File: src/rtl/tdm_demux_14.sv
// tdm_demux_14 - receive side of a 4-slot TDM lane.
// Reassembles four channels from one lane. A frame_start marker aligns
// the frame. Slots 0..2 are held in a shadow buffer. All four channels
// are published together when slot 3 arrives.
//
// Ports:
//   clk, rst      rising-edge clock, async active-high reset
//   din           lane data, sampled when din_valid=1
//   din_valid     beat qualifier
//   frame_start   marks the current beat as slot 0 (only meaningful when valid)
//   out           4 channels, channel k at out[(k+1)*WIDTH-1 -: WIDTH]
//   frame_valid   one-cycle pulse: out was updated this cycle
//   sync_err      one-cycle pulse: framing violation detected
//   slot          slot index expected for the next beat
//   locked        high while frame alignment is held (RUN)
//   err_cnt       saturating count of sync_err pulses
//
// state | meaning
// HUNT  | no alignment; wait for a beat with frame_start=1
// RUN   | aligned; slot tracks the position inside the frame
module tdm_demux_14 #(
  parameter int WIDTH = 1,
  parameter int ERR_W = 8
) (
  input  logic               clk,
  input  logic               rst,
  input  logic [WIDTH-1:0]   din,
  input  logic               din_valid,
  input  logic               frame_start,
  output logic [4*WIDTH-1:0] out,
  output logic               frame_valid,
  output logic               sync_err,
  output logic [1:0]         slot,
  output logic               locked,
  output logic [ERR_W-1:0]   err_cnt
);

  typedef enum logic {HUNT = 1'b0, RUN = 1'b1} state_t;

  state_t                  r_state;
  logic [2:0][WIDTH-1:0]   r_shadow;
  logic [4*WIDTH-1:0]      r_out;
  logic                    r_frame_valid;
  logic                    r_sync_err;
  logic [1:0]              r_slot;
  logic                    r_locked;
  logic [ERR_W-1:0]        r_err_cnt;

  logic [ERR_W-1:0]        w_err_next;

  // Saturating increment. Only used on cycles that raise sync_err.
  assign w_err_next = (r_err_cnt == {ERR_W{1'b1}}) ? r_err_cnt
                                                   : r_err_cnt + ERR_W'(1);

  always_ff @(posedge clk or posedge rst) begin
    if (rst) begin
      r_state       <= HUNT;
      r_shadow      <= '0;
      r_out         <= '0;
      r_frame_valid <= 1'b0;
      r_sync_err    <= 1'b0;
      r_slot        <= 2'd0;
      r_locked      <= 1'b0;
      r_err_cnt     <= '0;
    end else begin
      r_frame_valid <= 1'b0;
      r_sync_err    <= 1'b0;
      if (din_valid) begin
        case (r_state)
          HUNT: begin
            if (frame_start) begin
              r_shadow[0] <= din;
              r_slot      <= 2'd1;
              r_state     <= RUN;
              r_locked    <= 1'b1;
            end
          end
          RUN: begin
            if (frame_start) begin
              // A marker anywhere but slot 0 drops the partial frame.
              // The beat still starts a new frame.
              if (r_slot != 2'd0) begin
                r_sync_err <= 1'b1;
                r_err_cnt  <= w_err_next;
              end
              r_shadow[0] <= din;
              r_slot      <= 2'd1;
            end else begin
              case (r_slot)
                2'd0: begin
                  r_sync_err <= 1'b1;
                  r_err_cnt  <= w_err_next;
                  r_state    <= HUNT;
                  r_locked   <= 1'b0;
                  r_slot     <= 2'd0;
                end
                2'd1: begin
                  r_shadow[1] <= din;
                  r_slot      <= 2'd2;
                end
                2'd2: begin
                  r_shadow[2] <= din;
                  r_slot      <= 2'd3;
                end
                default: begin
                  r_out         <= {din, r_shadow[2], r_shadow[1], r_shadow[0]};
                  r_frame_valid <= 1'b1;
                  r_slot        <= 2'd0;
                end
              endcase
            end
          end
          default: r_state <= HUNT;
        endcase
      end
    end
  end

  assign out         = r_out;
  assign frame_valid = r_frame_valid;
  assign sync_err    = r_sync_err;
  assign slot        = r_slot;
  assign locked      = r_locked;
  assign err_cnt     = r_err_cnt;

endmodule

File: config.mk
export PLATFORM = sky130hd
export DESIGN_NAME = tdm_demux_14
export DESIGN_NICKNAME = d
export VERILOG_FILES = /design/src/rtl/tdm_demux_14.sv
export SDC_FILE = /design/constraint.sdc
export NUM_CORES = 1
export LEC_CHECK = 0
export ABC_AREA = 1
export ABC_CLOCK_PERIOD_IN_PS = 1900
export CELL_PAD_IN_SITES_DETAIL_PLACEMENT = 1
export CELL_PAD_IN_SITES_GLOBAL_PLACEMENT = 2
export CORE_ASPECT_RATIO = 0.75
export CORE_UTILIZATION = 29
export CTS_CLUSTER_SIZE = 8
export DETAILED_ROUTE_END_ITERATION = 6
export PLACE_DENSITY = 0.73
export SLEW_MARGIN = 20
export SYNTH_ARGS = -nofsm -noshare
export SYNTH_HDL_FRONTEND = slang
export SYNTH_SLANG_ARGS = --single-unit
File: constraint.sdc
create_clock -name clk -period 1.9 [get_ports clk]
set_input_delay 0.19 -clock clk [delete_from_list [all_inputs] [get_ports clk]]
set_output_delay 0.19 -clock clk [all_outputs]
set_load 0.005 [all_outputs]
==> summary.md <==
| Metric | Value |
|---|---|
| Outcome | `completed` |
| WL per Instance | `between 10 and 15 µm` |
| Setup violations, final | `0` |
| Hold_buf cts | `0` |
| Post-CTS Setup Inserts | `0` |
| Met3 Routed Length | `about 53 µm` |
| Xor/xnor share of the synthesized area | `2.39%` |
| Final Total Pwr | `1.68 mW` |
| Post-Syn Area | `between 0.001 and 0.0015 mm²` |
| CTS clk-pin slew, worst paths | `~0.08 ns` |
| DRC Markers | `0` |
| Required time worst endpoint | `slightly above 2 ns` |
| Crit start category | `flop` |
| First-pass GRT wire length | `4.58 mm` |
| Cell variety after synth | `19` |
| I/O pin total | `22` |
| Pin count of the biggest net entering global routing | `22` |
| Die Height | `~55 µm` |
| Fin Setup TNS | `0 ns` |
| 1st-pass router iterations | `2` |
| H-tree depth | `1` |
| RSZ-0062 raised after global routing | `false` |
| Worst Tran Pin Value | `0.284 ns` |
| Post-route ant nets | `0` |
| CTS Buffer Depth | `2` |
| Tmin final | `approximately 1.6 ns` |
| Core Area | `about 0.0034 mm²` |
| Post-synthesis mux area share | `0%` |
| Final period util | `83.7%` |
| R2R depth | `9` |
| Root buffer cell | `clkbuf_8` |
| DP Wirelength | `roughly 2.0 mm` |
| PortBufs | `21` |
| CTS tree | `built` |
| Fillers | `414` |
| FF-to-FF End | `err_cnt[3]` |
| Final hold violations | `0` |
| Row Count | `18` |
| Post-synthesis sequential area ratio | `between 40% and 50%` |
| Power Density | `1170 mW/mm²` |
| Remaining global-route overflow | `0` |
| Crit path DAT | `1.75 ns` |
| Num CTS Buffers | `3` |
| Fraction of layout instances using a drive strength above 1 | `between 10% and 20%` |
| Final wirelength | `2.57 mm` |
| Critical path type | `reg2reg` |
| DR iter-0 viols | `12` |
| CTS Sinks | `21` |
| Die width | `73.1 µm` |
| Vias | `915` |
| Slew Viols, Final | `0` |
| Clock skew | `approximately 0.0029 ns` |
| Fin worst setup slack | `roughly 0.31 ns` |
| Synth Warn # | `0` |
| Synthesized area per cell | `between 8 and 9 µm²` |
| All-layer global routing usage | `between 10% and 20%` |
| Hold Crit Class | `in2async` |
| M1 wire length | `~1.3 mm` |
| Vias in the first global route | `992` |
| Post-CTS resize count | `0` |
| Synth Register Bits | `21` |
| Die area | `between 0.004 and 0.005 mm²` |
| Largest family of logic cells by synthesized area | `simple AND/OR/NAND/NOR gates` |
| Highest clock rate | `around 630 MHz` |
| Via density | `about 4.3` |
| Clock latency at the later pin of the worst-skew pair | `roughly 0.26 ns` |
| Ant. Diodes | `0` |
| Max_slew headroom | `81.1%` |
| Simple logic cell fraction of the synthesized area | `between 20% and 30%` |
| R2R Setup Slk | `approximately 0.31 ns` |
| Mapped Cells | `roughly 140` |
| Max layer used | `met4` |
| Met2 WL post-DR | `1.18 mm` |
| Total of max-cap violations | `0` |
| Leak Pwr | `around 0.71 nW` |
| Syn Nets | `around 150` |
| Synth Area in Adders | `just over 9%` |
| Post-synthesis compound-gate area fraction | `4.55%` |
| Crit. End Element | `flop` |
| Worst-path maximum fanout | `8` |
| Dpl ws | `0.310 ns` |
| Starting density of the core | `roughly a third` |
| Worst VDD drop | `432 µV` |
| Gpl congestion | `0.778` |
| Area growth syn-to-layout | `29.7%` |
| Initial antenna violation count | `0` |
| Worst r2r src | `slot[1]` |
| Post-layout net count | `about 180` |
-- worst max-delay path: stages (launching register included) --
cell     delay [ns]
dfrtp_1        0.42
inv_1          0.12
ha_1           0.23
ha_1           0.19
nor2_2         0.11
nand2_2        0.08
inv_2          0.06
nand2_2        0.12
nand2_1        0.09
nand2_1        0.05
-- cell usage in the layout (no fill, tap or decap), types with 4 or more instances in the layout --
cell / n
nand2_1: 57
dfrtp_1: 21
clkdlybuf4s50_1: 21
inv_1: 13
ha_1: 8
nor2_1: 5
nor2_2: 4
nand2_2: 4
o21ai_0: 4
-- flip-flops by register name, summed over array words and instances (netlist names) --
register	flops
frame_valid	1
r_shadow	3
r_state	1
sync_err	1
locked	1
err_cnt	8
slot	2
out	4
-- stage by stage --
stage / std cells / instance area [µm²] / hold WS [ns] / utilization [%]
after floorplan: 135 / 1100 / 0.167 / -
after global placement: 207 / 1380 / 0.463 / 40.1
after detailed placement: 207 / 1380 / 0.465 / 40.1
after CTS: 211 / 1430 / 0.275 / 41.4
after global routing: 211 / 1430 / 0.304 / 41.4
final: 211 / 1430 / 0.269 / 41.4
-- cell usage after synthesis, drive strengths merged --
cell type   n  area [µm²]
dfrtp      21         526
nor2       10        55.1
nand2      61         239
inv        16        60.1
o211ai      1        7.51
xor2        2        17.5
clkinv      2        8.75
nand3       5        35.0
o31ai       1        7.51
o21ai       7        35.0
ha          8         100
xnor2       1        8.76
-- layout make-up --
type,instances,area (µm²),share of cell area [%]
Inverter,18,68.8,4.82
Tap cell,50,62.6,4.39
Multi-Input combinational cell,96,505,35.4
Clock buffer,3,41.3,2.89
Sequential cell,21,526,36.8
Timing Repair Buffer,22,218,15.3
Clock inverter,1,5.00,0.351
-- per-layer routing --
| layer | track usage (%) | vias up |
|---|---|---|
| met4 | 4.20 | 0 |
| met1 | 20.0 | 438 |
| li1 | - | 460 |
| met3 | 3.28 | 4 |
| met2 | 23.3 | 13 |
| met5 | 0 | - |
-- report_power, final --
part / internal [mW] / switching, mW
Clock: 0.146 / 0.150
Sequential: 0.596 / 0.136
Combinational: 0.347 / 0.301
Total: 1.09 / 0.586
-- kinds of logic after synthesis --
family,after synthesis
buffers and inverters,18
DFF,21
adders and majority gates,8
AOI/OAI and AO/OA,9
and+or+nand+nor,76
xor gates and xnor gates,3
-- how the worst max path moves through the flow --
stage	from	endpoint	slack, ns
2_1_floorplan	slot[0]	err_cnt[2]	0.49
3_3_place_gp	frame_start	err_cnt[6]	0.34
3_5_place_dp	frame_start	err_cnt[3]	0.31
4_1_cts	slot[1]	err_cnt[3]	0.30
5_1_grt	slot[0]	err_cnt[6]	0.15
6_report	slot[1]	err_cnt[3]	0.31
Note: power is estimated with default switching activity, not from simulation.
